===== config.mk =====
export PLATFORM = sky130hd
export DESIGN_NAME = audio_peak_meter_flat
export DESIGN_NICKNAME = d
export VERILOG_FILES = /design/src/rtl/audio_peak_meter_if.sv /design/src/rtl/audio_peak_meter.sv /design/src/flat_wrapper.sv
export SDC_FILE = /design/constraint.sdc
export NUM_CORES = 1
export LEC_CHECK = 0
export ABC_AREA = 0
export BUFFER_PORTS_ARGS = -buffer_cell sky130_fd_sc_hd__clkbuf_2
export CAP_MARGIN = 20
export CORE_MARGIN = 2
export CORE_UTILIZATION = 35
export CTS_CLUSTER_DIAMETER = 80
export DETAILED_ROUTE_END_ITERATION = 7
export GPL_ROUTABILITY_DRIVEN = 0
export PLACE_DENSITY = 0.5
export SLEW_MARGIN = 20
export SYNTH_ARGS = -nofsm -noshare
export SYNTH_HDL_FRONTEND = slang
export SYNTH_SLANG_ARGS = --single-unit

===== constraint.sdc =====
create_clock -name mclk -period 8.5 [get_ports mclk]
set_clock_uncertainty 0.15 [all_clocks]
set_input_delay 0.85 -clock mclk [delete_from_list [all_inputs] [get_ports mclk]]
set_output_delay 0.85 -clock mclk [all_outputs]
set_load 0.01 [all_outputs]

===== src/rtl/audio_peak_meter_if.sv =====
// audio_peak_meter_if: sample-in / meter-out bundle for audio_peak_meter.
//   rx_valid, rx_left, rx_right   : frame strobe and signed 24-bit samples from the I2S receiver
//   meter_valid                   : one-cycle pulse when meter levels update
//   meter_left, meter_right       : decimated peak levels (OUT_BITS wide)
//   clip_left, clip_right         : clip indicators
// master drives samples (receiver side), slave is the meter.
interface audio_peak_meter_if #(
  parameter int unsigned OUT_BITS = 16
);
  logic                rx_valid;
  logic [23:0]         rx_left;
  logic [23:0]         rx_right;
  logic                meter_valid;
  logic [OUT_BITS-1:0] meter_left;
  logic [OUT_BITS-1:0] meter_right;
  logic                clip_left;
  logic                clip_right;

  modport master (
    output rx_valid, rx_left, rx_right,
    input  meter_valid, meter_left, meter_right, clip_left, clip_right
  );

  modport slave (
    input  rx_valid, rx_left, rx_right,
    output meter_valid, meter_left, meter_right, clip_left, clip_right
  );
endinterface


===== src/rtl/audio_peak_meter.sv =====
// audio_peak_meter: stereo peak meter for 24-bit I2S frames.
// Rectifies each sample, tracks peak with instant attack, hold and release, and emits
// decimated meter levels every UPDATE_DIV frames.
//   mclk      : audio clock, all logic on rising edge
//   mclk_rst  : synchronous active-high reset
//   bus       : audio_peak_meter_if.slave (rx_* in, meter_* / clip_* out)
// Optional feature: define AUDIO_PEAK_METER_CLIP_EN to enable per-channel clip indicators;
// otherwise clip_left/clip_right are tied to 0.
// Pipeline: stage 1 rectify (T+1), stage 2 peak/hold/frame count (T+2), stage 3 outputs (T+3).
module audio_peak_meter #(
  parameter int unsigned HOLD_FRAMES = 2400,
  parameter int unsigned DECAY_SHIFT = 10,
  parameter int unsigned UPDATE_DIV  = 48,
  parameter int unsigned OUT_BITS    = 16
) (
  input logic                mclk,
  input logic                mclk_rst,
  audio_peak_meter_if.slave  bus
);

  localparam logic [15:0] HoldInit = 16'(HOLD_FRAMES);
  localparam logic [15:0] UpdLast  = 16'(UPDATE_DIV - 1);

  // |s| as 23-bit unsigned; the most negative code saturates to full scale.
  function automatic logic [22:0] rectify(input logic [23:0] s);
    logic [23:0] neg;
    neg = -s;
    if (!s[23])              return s[22:0];
    else if (s == 24'h800000) return 23'h7FFFFF;
    else                     return neg[22:0];
  endfunction

  // Returns {hold_next, peak_next}. step <= peak, so the release never underflows.
  function automatic logic [38:0] track(input logic [22:0] mag, input logic [22:0] peak,
                                        input logic [15:0] hold);
    logic [22:0] step;
    step = peak >> DECAY_SHIFT;
    if (step == 23'd0) step = 23'd1;
    if (mag >= peak)        return {HoldInit, mag};
    else if (hold != 16'd0) return {hold - 16'd1, peak};
    else if (peak != 23'd0) return {hold, peak - step};
    else                    return {hold, peak};
  endfunction

  logic [22:0]         mag_l_q, mag_l_d, mag_r_q, mag_r_d;
  logic                mag_valid_q, mag_valid_d;
  logic [22:0]         peak_l_q, peak_l_d, peak_r_q, peak_r_d;
  logic [15:0]         hold_l_q, hold_l_d, hold_r_q, hold_r_d;
  logic [15:0]         frame_q, frame_d;
  logic                upd_q, upd_d;
  logic                meter_valid_q, meter_valid_d;
  logic [OUT_BITS-1:0] meter_left_q, meter_left_d, meter_right_q, meter_right_d;

  always_comb begin
    // Stage 1
    mag_valid_d = bus.rx_valid;
    mag_l_d     = bus.rx_valid ? rectify(bus.rx_left)  : mag_l_q;
    mag_r_d     = bus.rx_valid ? rectify(bus.rx_right) : mag_r_q;

    // Stage 2
    {hold_l_d, peak_l_d} = {hold_l_q, peak_l_q};
    {hold_r_d, peak_r_d} = {hold_r_q, peak_r_q};
    frame_d              = frame_q;
    upd_d                = 1'b0;
    if (mag_valid_q) begin
      {hold_l_d, peak_l_d} = track(mag_l_q, peak_l_q, hold_l_q);
      {hold_r_d, peak_r_d} = track(mag_r_q, peak_r_q, hold_r_q);
      if (frame_q == UpdLast) begin
        frame_d = 16'd0;
        upd_d   = 1'b1;
      end else begin
        frame_d = frame_q + 16'd1;
      end
    end

    // Stage 3: peak_*_q already holds the post-update value when upd_q is set.
    meter_valid_d = upd_q;
    meter_left_d  = upd_q ? peak_l_q[22 -: OUT_BITS] : meter_left_q;
    meter_right_d = upd_q ? peak_r_q[22 -: OUT_BITS] : meter_right_q;
  end

  always_ff @(posedge mclk) begin
    if (mclk_rst) begin
      mag_l_q       <= '0;
      mag_r_q       <= '0;
      mag_valid_q   <= 1'b0;
      peak_l_q      <= '0;
      peak_r_q      <= '0;
      hold_l_q      <= '0;
      hold_r_q      <= '0;
      frame_q       <= '0;
      upd_q         <= 1'b0;
      meter_valid_q <= 1'b0;
      meter_left_q  <= '0;
      meter_right_q <= '0;
    end else begin
      mag_l_q       <= mag_l_d;
      mag_r_q       <= mag_r_d;
      mag_valid_q   <= mag_valid_d;
      peak_l_q      <= peak_l_d;
      peak_r_q      <= peak_r_d;
      hold_l_q      <= hold_l_d;
      hold_r_q      <= hold_r_d;
      frame_q       <= frame_d;
      upd_q         <= upd_d;
      meter_valid_q <= meter_valid_d;
      meter_left_q  <= meter_left_d;
      meter_right_q <= meter_right_d;
    end
  end

  assign bus.meter_valid = meter_valid_q;
  assign bus.meter_left  = meter_left_q;
  assign bus.meter_right = meter_right_q;

`ifdef AUDIO_PEAK_METER_CLIP_EN
  localparam logic [22:0] ClipThresh = 23'h7FFF00;
  localparam logic [15:0] ClipInit   = 16'd24000;

  logic [15:0] clip_cnt_l_q, clip_cnt_l_d, clip_cnt_r_q, clip_cnt_r_d;
  logic        st2_valid_q, st2_valid_d;
  logic        clip_left_q, clip_left_d, clip_right_q, clip_right_d;

  always_comb begin
    clip_cnt_l_d = clip_cnt_l_q;
    clip_cnt_r_d = clip_cnt_r_q;
    st2_valid_d  = mag_valid_q;
    if (mag_valid_q) begin
      if (mag_l_q >= ClipThresh)      clip_cnt_l_d = ClipInit;
      else if (clip_cnt_l_q != 16'd0) clip_cnt_l_d = clip_cnt_l_q - 16'd1;
      if (mag_r_q >= ClipThresh)      clip_cnt_r_d = ClipInit;
      else if (clip_cnt_r_q != 16'd0) clip_cnt_r_d = clip_cnt_r_q - 16'd1;
    end
    // Clip flags refresh every frame, not just on meter updates.
    clip_left_d  = st2_valid_q ? (clip_cnt_l_q != 16'd0) : clip_left_q;
    clip_right_d = st2_valid_q ? (clip_cnt_r_q != 16'd0) : clip_right_q;
  end

  always_ff @(posedge mclk) begin
    if (mclk_rst) begin
      clip_cnt_l_q <= '0;
      clip_cnt_r_q <= '0;
      st2_valid_q  <= 1'b0;
      clip_left_q  <= 1'b0;
      clip_right_q <= 1'b0;
    end else begin
      clip_cnt_l_q <= clip_cnt_l_d;
      clip_cnt_r_q <= clip_cnt_r_d;
      st2_valid_q  <= st2_valid_d;
      clip_left_q  <= clip_left_d;
      clip_right_q <= clip_right_d;
    end
  end

  assign bus.clip_left  = clip_left_q;
  assign bus.clip_right = clip_right_q;
`else
  assign bus.clip_left  = 1'b0;
  assign bus.clip_right = 1'b0;
`endif

endmodule

===== src/flat_wrapper.sv =====
// flat-port wrapper written by rule: the top's interface ports become plain ports
module audio_peak_meter_flat 
#(
  parameter int unsigned HOLD_FRAMES = 2400,
  parameter int unsigned DECAY_SHIFT = 10,
  parameter int unsigned UPDATE_DIV  = 48,
  parameter int unsigned OUT_BITS    = 16
)
  (mclk, mclk_rst, bus_rx_valid, bus_rx_left, bus_rx_right, bus_meter_valid, bus_meter_left, bus_meter_right, bus_clip_left, bus_clip_right);
  audio_peak_meter_if #(.OUT_BITS(OUT_BITS)) bus_i ();
  input logic mclk;
  input logic mclk_rst;
  input wire logic [$bits(bus_i.rx_valid)-1:0] bus_rx_valid;
  input wire logic [$bits(bus_i.rx_left)-1:0] bus_rx_left;
  input wire logic [$bits(bus_i.rx_right)-1:0] bus_rx_right;
  output wire logic [$bits(bus_i.meter_valid)-1:0] bus_meter_valid;
  output wire logic [$bits(bus_i.meter_left)-1:0] bus_meter_left;
  output wire logic [$bits(bus_i.meter_right)-1:0] bus_meter_right;
  output wire logic [$bits(bus_i.clip_left)-1:0] bus_clip_left;
  output wire logic [$bits(bus_i.clip_right)-1:0] bus_clip_right;
  assign bus_i.rx_valid = bus_rx_valid;
  assign bus_i.rx_left = bus_rx_left;
  assign bus_i.rx_right = bus_rx_right;
  assign bus_meter_valid = bus_i.meter_valid;
  assign bus_meter_left = bus_i.meter_left;
  assign bus_meter_right = bus_i.meter_right;
  assign bus_clip_left = bus_i.clip_left;
  assign bus_clip_right = bus_i.clip_right;
  audio_peak_meter #(.HOLD_FRAMES(HOLD_FRAMES), .DECAY_SHIFT(DECAY_SHIFT), .UPDATE_DIV(UPDATE_DIV), .OUT_BITS(OUT_BITS)) u_core (.mclk(mclk), .mclk_rst(mclk_rst), .bus(bus_i));
endmodule

==> out/summary.md, run 1 <==
Timing
* **Hold Worst Slack** 0.316 ns
* **unrepaired setup endpoints after global routing** false
* **Final Cycle Share** 55.3%
* **total negative setup slack** 0 ns
* **final setup margin** 3.80 ns
* **Slew @ Worst Pin** 1.06 ns
* **achievable frequency** 213 MHz
* **clock period minus final worst setup slack** 4.70 ns
* **final setup vio count** 0
* **Hold Vio Cnt, Final** 0
* **final slew viol count** 0
* **max-slew headroom at the worst pin** 29.3%

Routing
* **residual DRC count** 0
* **average wire per cell in the routed design** 17.4 um
* **detailed-route vias per instance** 5.46
* **number of nets with antenna violations after detailed routing** 0
* **Detailed Route WL** 30900 um
* **DR vias** 9732
* **number of optimization iterations in the first detailed-route pass** 5
* **First DRT Iteration DRCs** 534

Layout
* **Area growth, synth to finish** 11.8%
* **share of post-route cells with drive strength above 1** 11.5%
* **register cell area after layout** 3500 um^2
* **final instance area** 12300 um^2
* **Multi-input gate area** 6910 um^2
* **NumNets Final** 1510
* **Inserted Diodes** 0
* **total of fill cells in the finished design** 3134

Clock tree
* **Bufs on Longest Clock Path** 2
* **clk root buf** clkbuf_16
* **# clock sinks** 175
* **post-CTS setup-driven buffer insertion count** 0
* **clock latency of the later-clocked register in the worst-skew pair** 0.44 ns
* **hold buffers post-CTS** 0
* **number of buffers inserted during clock tree synthesis** 17
* **CTS tree** yes
* **maximum level of the CTS H-tree** 4
* **clock-pin transition on the worst setup and hold timing paths** 0.07 ns
* **count of cells resized by post-cts repair** 0

Floorplan
* **x dimension of the die** 181 um
* **Die Area** 32900 um^2
* **Cell Rows** 64
* **initial core utilization** 35.8%
* **ports placed on the boundary** 86
* **placeable core area** 30800 um^2
* **height of the die** 181 um

GRT
* **grt total ovfl** 0
* **number of antenna violations at the first check in global routing** 0
* **vias in the first global route** 9265
* **wire length of the first global-routing pass** 50400 um
* **pin count of the biggest net entering global routing** 63
* **Tot GR Track Use** 19.0%

Logic synthesis
* **adder-cell share of the synthesized area** 10.0%
* **number of instances in the synthesized netlist** 1328
* **post-synth cell types** 81
* **largest cells by area after synthesis** dfxtp_1, ha_1, a211oi_1
* **Synthesis Warnings** 0
* **post-synth design cell area** 11000 um^2
* **area share of the leading cell type in the synthesized netlist** 31.8%
* **Syn Area/Cell** 8.30 um^2
* **portion of netlist area occupied by mux cells** 3.18%
* **Synth async-reset ratio** 0%
* **most common flop cell mapped by yosys** dfxtp_1
* **Compound-Gate Fraction of Synth Area** 22.0%
* **post-synthesis register bit count** 175
* **post-synth top area cell** dfxtp_1
* **register area share after synthesis** 31.8%
* **XOR/XNOR Fraction of Synth Area** 6.99%
* **dominant combinational cell family by area after synthesis** compound AO/OA/AOI/OAI gates
* **count of flip-flops with a built-in enable after synthesis** 0
* **area share of and/or/nand/nor cells after synthesis** 20.5%

Critical path
* **nature of the critical path endpoint** register
* **category of the critical setup timing path** reg2reg
* **Critical Path AT** 4.87 ns
* **Crit Reg-Reg Endpoint** u_core.peak_l_q[18]
* **path depth of the worst reg2reg path** 15
* **Worst R2R Start** u_core.peak_l_q[16]
* **family with the most delay on the worst path** compound AO/OA/AOI/OAI gates
* **CP peak stage delay** 0.45 ns
* **Crit path buffers/inverters** 1
* **flop2flop setup slack** 3.80 ns
* **critical path peak fanout** 8
* **library cell appearing most often on the critical path** or3_4
* **master of the slowest instance on the critical path** or3_4
* **data required time at the worst endpoint** 8.67 ns
* **cell-by-cell trace of the critical path** or3_4 -> or3_4 -> or3_4 -> o21ai_0 -> ha_1 -> inv_1 -> fa_1 -> a21o_1 -> a21oi_1 -> o211ai_1 -> a211oi_1 -> o21bai_1 -> or3_1 -> a21oi_1 -> o32ai_2
* **Setup crit start kind** register

Min path
* **worst min-delay path class** reg2reg
* **Min-Delay Path Depth** 2
* **critical hold path startpoint** u_core.hold_l_q[10]
* **Worst Hold Endpoint** u_core.hold_l_q[10]

Power
* **proportion of power drawn by flip-flops and latches** 30.5%
* **net switching power of the design** 1.37 mW
* **Net Sw Frac** 42.1%
* **Leakage Power** 4.71 nW
* **internal power** 1.89 mW
* **clock network power share** 24.9%
* **Max rail drop VDD** 0.132 mV
* **P per Cell Area** 264 nW/um^2
* **combinational share of power** 44.6%

Placement
* **sum of net half-perimeters after detailed placement** 22700 um
* **number of port buffers** 83
* **Placement Cell Area** 11700 um^2
* **post-place setup slack** 3.85 ns

Run
* **max-cap check violation count** 0

Run status
* **run status** completed

-- through the flow --
stage	cells	power (mW)	utilization (%)
4_1_cts	1781	3.27	40.0
2_1_floorplan	1329	2.10	-
5_1_grt	1781	3.49	40.0
3_5_place_dp	1749	2.44	38.1
6_report	1781	3.26	40.0
3_3_place_gp	1749	2.45	38.1
-- cell type report --
| type | instances | area share, % |
|---|---|---|
| Multi-Input combinational cell | 998 | 56.0 |
| Sequential cell | 175 | 28.4 |
| Timing Repair Buffer | 94 | 4.06 |
| Tap cell | 396 | 4.02 |
| Clock buffer | 17 | 3.45 |
| Inverter | 86 | 2.62 |
| Clock inverter | 15 | 1.38 |
-- power groups by stage --
stage | Sequential (mW) | Clock (mW) | Combinational [mW]
detailed placement | 1.01 | 0 | 1.43
global placement | 1.01 | 0 | 1.44
global route | 1.01 | 0.862 | 1.63
CTS | 0.992 | 0.830 | 1.45
floorplan | 0.971 | 0 | 1.13
finish | 0.994 | 0.810 | 1.45
-- worst max path at each step --
| stage | start | depth (start not counted) | slack, ns | to |
|---|---|---|---|---|
| finish | u_core.peak_l_q[16] | 15 | 3.80 | u_core.peak_l_q[18] |
| global placement | u_core.peak_l_q[16] | 15 | 3.92 | u_core.peak_l_q[16] |
| CTS | u_core.peak_l_q[16] | 15 | 3.81 | u_core.peak_l_q[18] |
| global route | u_core.peak_l_q[16] | 15 | 3.59 | u_core.peak_l_q[16] |
| floorplan | u_core.peak_l_q[16] | 15 | 4.39 | u_core.peak_l_q[16] |
| detailed placement | u_core.peak_l_q[16] | 15 | 3.85 | u_core.peak_l_q[18] |
-- flip-flops by register name, indices dropped and copies added (netlist names) --
signal                  cells
u_core.frame_q             16
u_core.peak_r_q            23
u_core.hold_r_q            16
u_core.mag_l_q             23
u_core.meter_valid_d        1
u_core.bus.meter_left      16
u_core.peak_l_q            23
u_core.mag_valid_q          1
u_core.bus.meter_right     16
u_core.mag_r_q             23
u_core.bus.meter_valid      1
u_core.hold_l_q            16
-- cells in the mapped netlist (9+ instances only) --
cell type and n:
a211oi_1 78, a21o_1 14, a21oi_1 82, a221oi_1 9, a31oi_1 9, and2_1 12
and3_1 13, clkbuf_1 55, dfxtp_1 175, ha_1 85, inv_1 86, mux2i_1 35
nand2_1 64, nand2b_1 11, nand3_1 23, nand4_1 17, nor2_1 154, nor3_1 39
nor4_1 22, o21a_1 9, o21ai_0 54, o31ai_1 16, or3_1 23, or4_1 9
xnor2_1 32, xor2_1 56
-- cell usage in the layout (no fill, tap or decap), drive strengths merged, types with 32 or more instances in the layout --
master | Yosys | layout
nor3 | 39 | 39
nor2 | 154 | 154
dfxtp | 175 | 175
o21ai | 58 | 58
xor2 | 56 | 56
a21oi | 82 | 82
xnor2 | 32 | 32
mux2i | 35 | 35
clkbuf | 55 | 98
inv | 86 | 94
nand2 | 65 | 65
a211oi | 85 | 85
ha | 85 | 85
-- cell families (layout without fill, tap and decap cells) --
group / Yosys count / in the layout
adders and majority gates: 87 / 87
AOI/OAI and AO/OA: 348 / 348
other: 1 / 2
DFF: 175 / 175
buffers and inverters: 156 / 212
xor gates and xnor gates: 88 / 88
and+or+nand+nor: 438 / 438
muxes: 35 / 35
-- worst min-delay path, delay by kind of cell, from the launching register on --
kind	cells	cell delay (ns)
AOI/OAI and AO/OA	2	0.11
DFF	1	0.31
-- layer usage --
metal | wire length (um) | track usage (%)
met3 | 1490 | 2.91
met2 | 12700 | 27.9
met4 | 331 | 4.36
met5 | 0 | 0
met1 | 16400 | 28.8
No activity file was read; power rests on OpenSTA's default activity.
==> run 2: changes to the inputs <==
PLACE_DENSITY = 0.52   (was 0.5)
clock period = 4.3 ns   (was 8.5 ns; I/O delays follow)
==> out/summary.md, run 2 (synthesis gave the netlist of run 1 again) <==
Min path
* **worst min-delay path class** in2reg

Floorplan
* **ports placed on the boundary** 86
* **placeable core area** 30800 um^2
* **x dimension of the die** 181 um
* **initial core utilization** 35.8%
* **Cell Rows** 64
* **Die Area** 32900 um^2
* **height of the die** 181 um

Clock tree
* **# clock sinks** 175
* **post-CTS setup-driven buffer insertion count** 0
* **number of buffers inserted during clock tree synthesis** 17
* **maximum level of the CTS H-tree** 4
* **Bufs on Longest Clock Path** 2
* **clock-pin transition on the worst setup and hold timing paths** 0.08 ns
* **clock latency of the later-clocked register in the worst-skew pair** 0.44 ns
* **clk root buf** clkbuf_16
* **CTS tree** yes

Timing
* **Hold Vio Cnt, Final** 0
* **Slew @ Worst Pin** 1.09 ns
* **clock period minus final worst setup slack** 4.14 ns
* **achievable frequency** 242 MHz
* **total negative setup slack** 0 ns
* **Final Cycle Share** 96.2%
* **final setup margin** 0.161 ns
* **Hold Worst Slack** 0.127 ns
* **max-slew headroom at the worst pin** 27.3%
* **final slew viol count** 0
* **final setup vio count** 0

Layout
* **most common cell after layout, fill and taps aside** dfxtp_1
* **most frequent cells in the layout** dfxtp_1, nor2_1, inv_1
* **final design utilization** 40.8%
* **Final Instance Count excl. Fillers** 1804
* **final instance area** 12600 um^2
* **NumNets Final** 1533
* **Area growth, synth to finish** 14.1%
* **register cell area after layout** 3500 um^2
* **total of fill cells in the finished design** 3193
* **Inserted Diodes** 0
* **Multi-input gate area** 6950 um^2
* **share of post-route cells with drive strength above 1** 13.4%

Critical path
* **nature of the critical path endpoint** register
* **Setup crit start kind** register
* **category of the critical setup timing path** reg2reg
* **last element of the critical path** u_core.peak_l_q[16]
* **start point of the critical path** u_core.peak_l_q[16]
* **Critical Path AT** 4.37 ns
* **critical path peak fanout** 6
* **Worst R2R Start** u_core.peak_l_q[16]
* **path depth of the worst reg2reg path** 15
* **flop2flop setup slack** 0.16 ns
* **Crit Reg-Reg Endpoint** u_core.peak_l_q[16]
* **data required time at the worst endpoint** 4.53 ns

Placement
* **number of port buffers** 83
* **Placement Cell Area** 11900 um^2
* **sum of net half-perimeters after detailed placement** 22900 um
* **post-place setup slack** -0.00881 ns
* **number of placed instances, taps included** 1771

GRT
* **grt total ovfl** 0
* **met1 GRT Util** 29.0%
* **most congested layer reported by global routing** met1
* **Tot GR Track Use** 19.2%
* **number of antenna violations at the first check in global routing** 0
* **pin count of the biggest net entering global routing** 76
* **met3 track demand over resource** 3.19%
* **vias in the first global route** 9371
* **met2 demand-to-capacity share in global routing** 27.8%
* **wire length of the first global-routing pass** 50800 um

Power
* **overall power of the completed layout** 6.68 mW
* **P per Cell Area** 531 nW/um^2
* **Max rail drop VDD** 0.294 mV
* **Leakage Power** 4.85 nW

Run status
* **run status** completed

Routing
* **number of nets with antenna violations after detailed routing** 0
* **number of optimization iterations in the first detailed-route pass** 5
* **residual DRC count** 0
* **First DRT Iteration DRCs** 724
* **DR vias** 9853
* **Detailed Route WL** 31200 um
* **detailed-route vias per instance** 5.46
* **average wire per cell in the routed design** 17.3 um

Run
* **max-cap check violation count** 0

-- run 2: timing repair --
action,CTS,global route
hold buffers,0,0
gates resized for setup,1,8
gates cloned,0,0
endpoints found under the setup margin,3,7
pin swaps,0,4
-- run 2: report_power, final --
group | internal (mW) | switching, mW
Combinational | 1.27 | 1.84
Clock | 0.794 | 0.816
Sequential | 1.77 | 0.179
-- run 2: area by class of cell --
cell class	instances	share of cell area (%)
clock buffer	17	3.38
clock inverter	15	1.50
inverter	86	2.57
multi-input combinational	998	55.2
sequential	175	27.9
tap	396	3.94
timing repair buffer	117	5.51
-- run 2: routing by layer --
layer | part of all wire [%] | vias to the layer above
met2 | 41 | 252
met1 | 53 | 4567
met4 | 1.4 | 0
met3 | 4.3 | 30
li1 | - | 5004
met5 | 0 | -
-- run 2: worst min path at each step --
stage          slack [ns]                start  depth (start not counted)                   to
3_3_place_gp         0.30  u_core.hold_l_q[10]                          2  u_core.hold_l_q[10]
3_5_place_dp         0.31  u_core.hold_l_q[10]                          2  u_core.hold_l_q[10]
6_report             0.13      bus_rx_right[0]                          3    u_core.mag_r_q[0]
2_1_floorplan        0.29  u_core.hold_l_q[10]                          2  u_core.hold_l_q[10]
4_1_cts              0.11      bus_rx_right[0]                          3    u_core.mag_r_q[0]
5_1_grt              0.12      bus_rx_right[0]                          3    u_core.mag_r_q[0]
-- run 2: critical path, stage by stage (launching register included) --
cell and delay [ns]:
dfxtp_1 0.32, or3_4 0.38, or3_4 0.34, or3_4 0.40
o21ai_2 0.15, ha_1 0.18, inv_1 0.06, fa_2 0.35
a21o_1 0.18, a21oi_2 0.18, o211ai_1 0.17, a211oi_2 0.40
o21bai_4 0.12, or4_1 0.42, a21oi_1 0.15, o21a_1 0.12
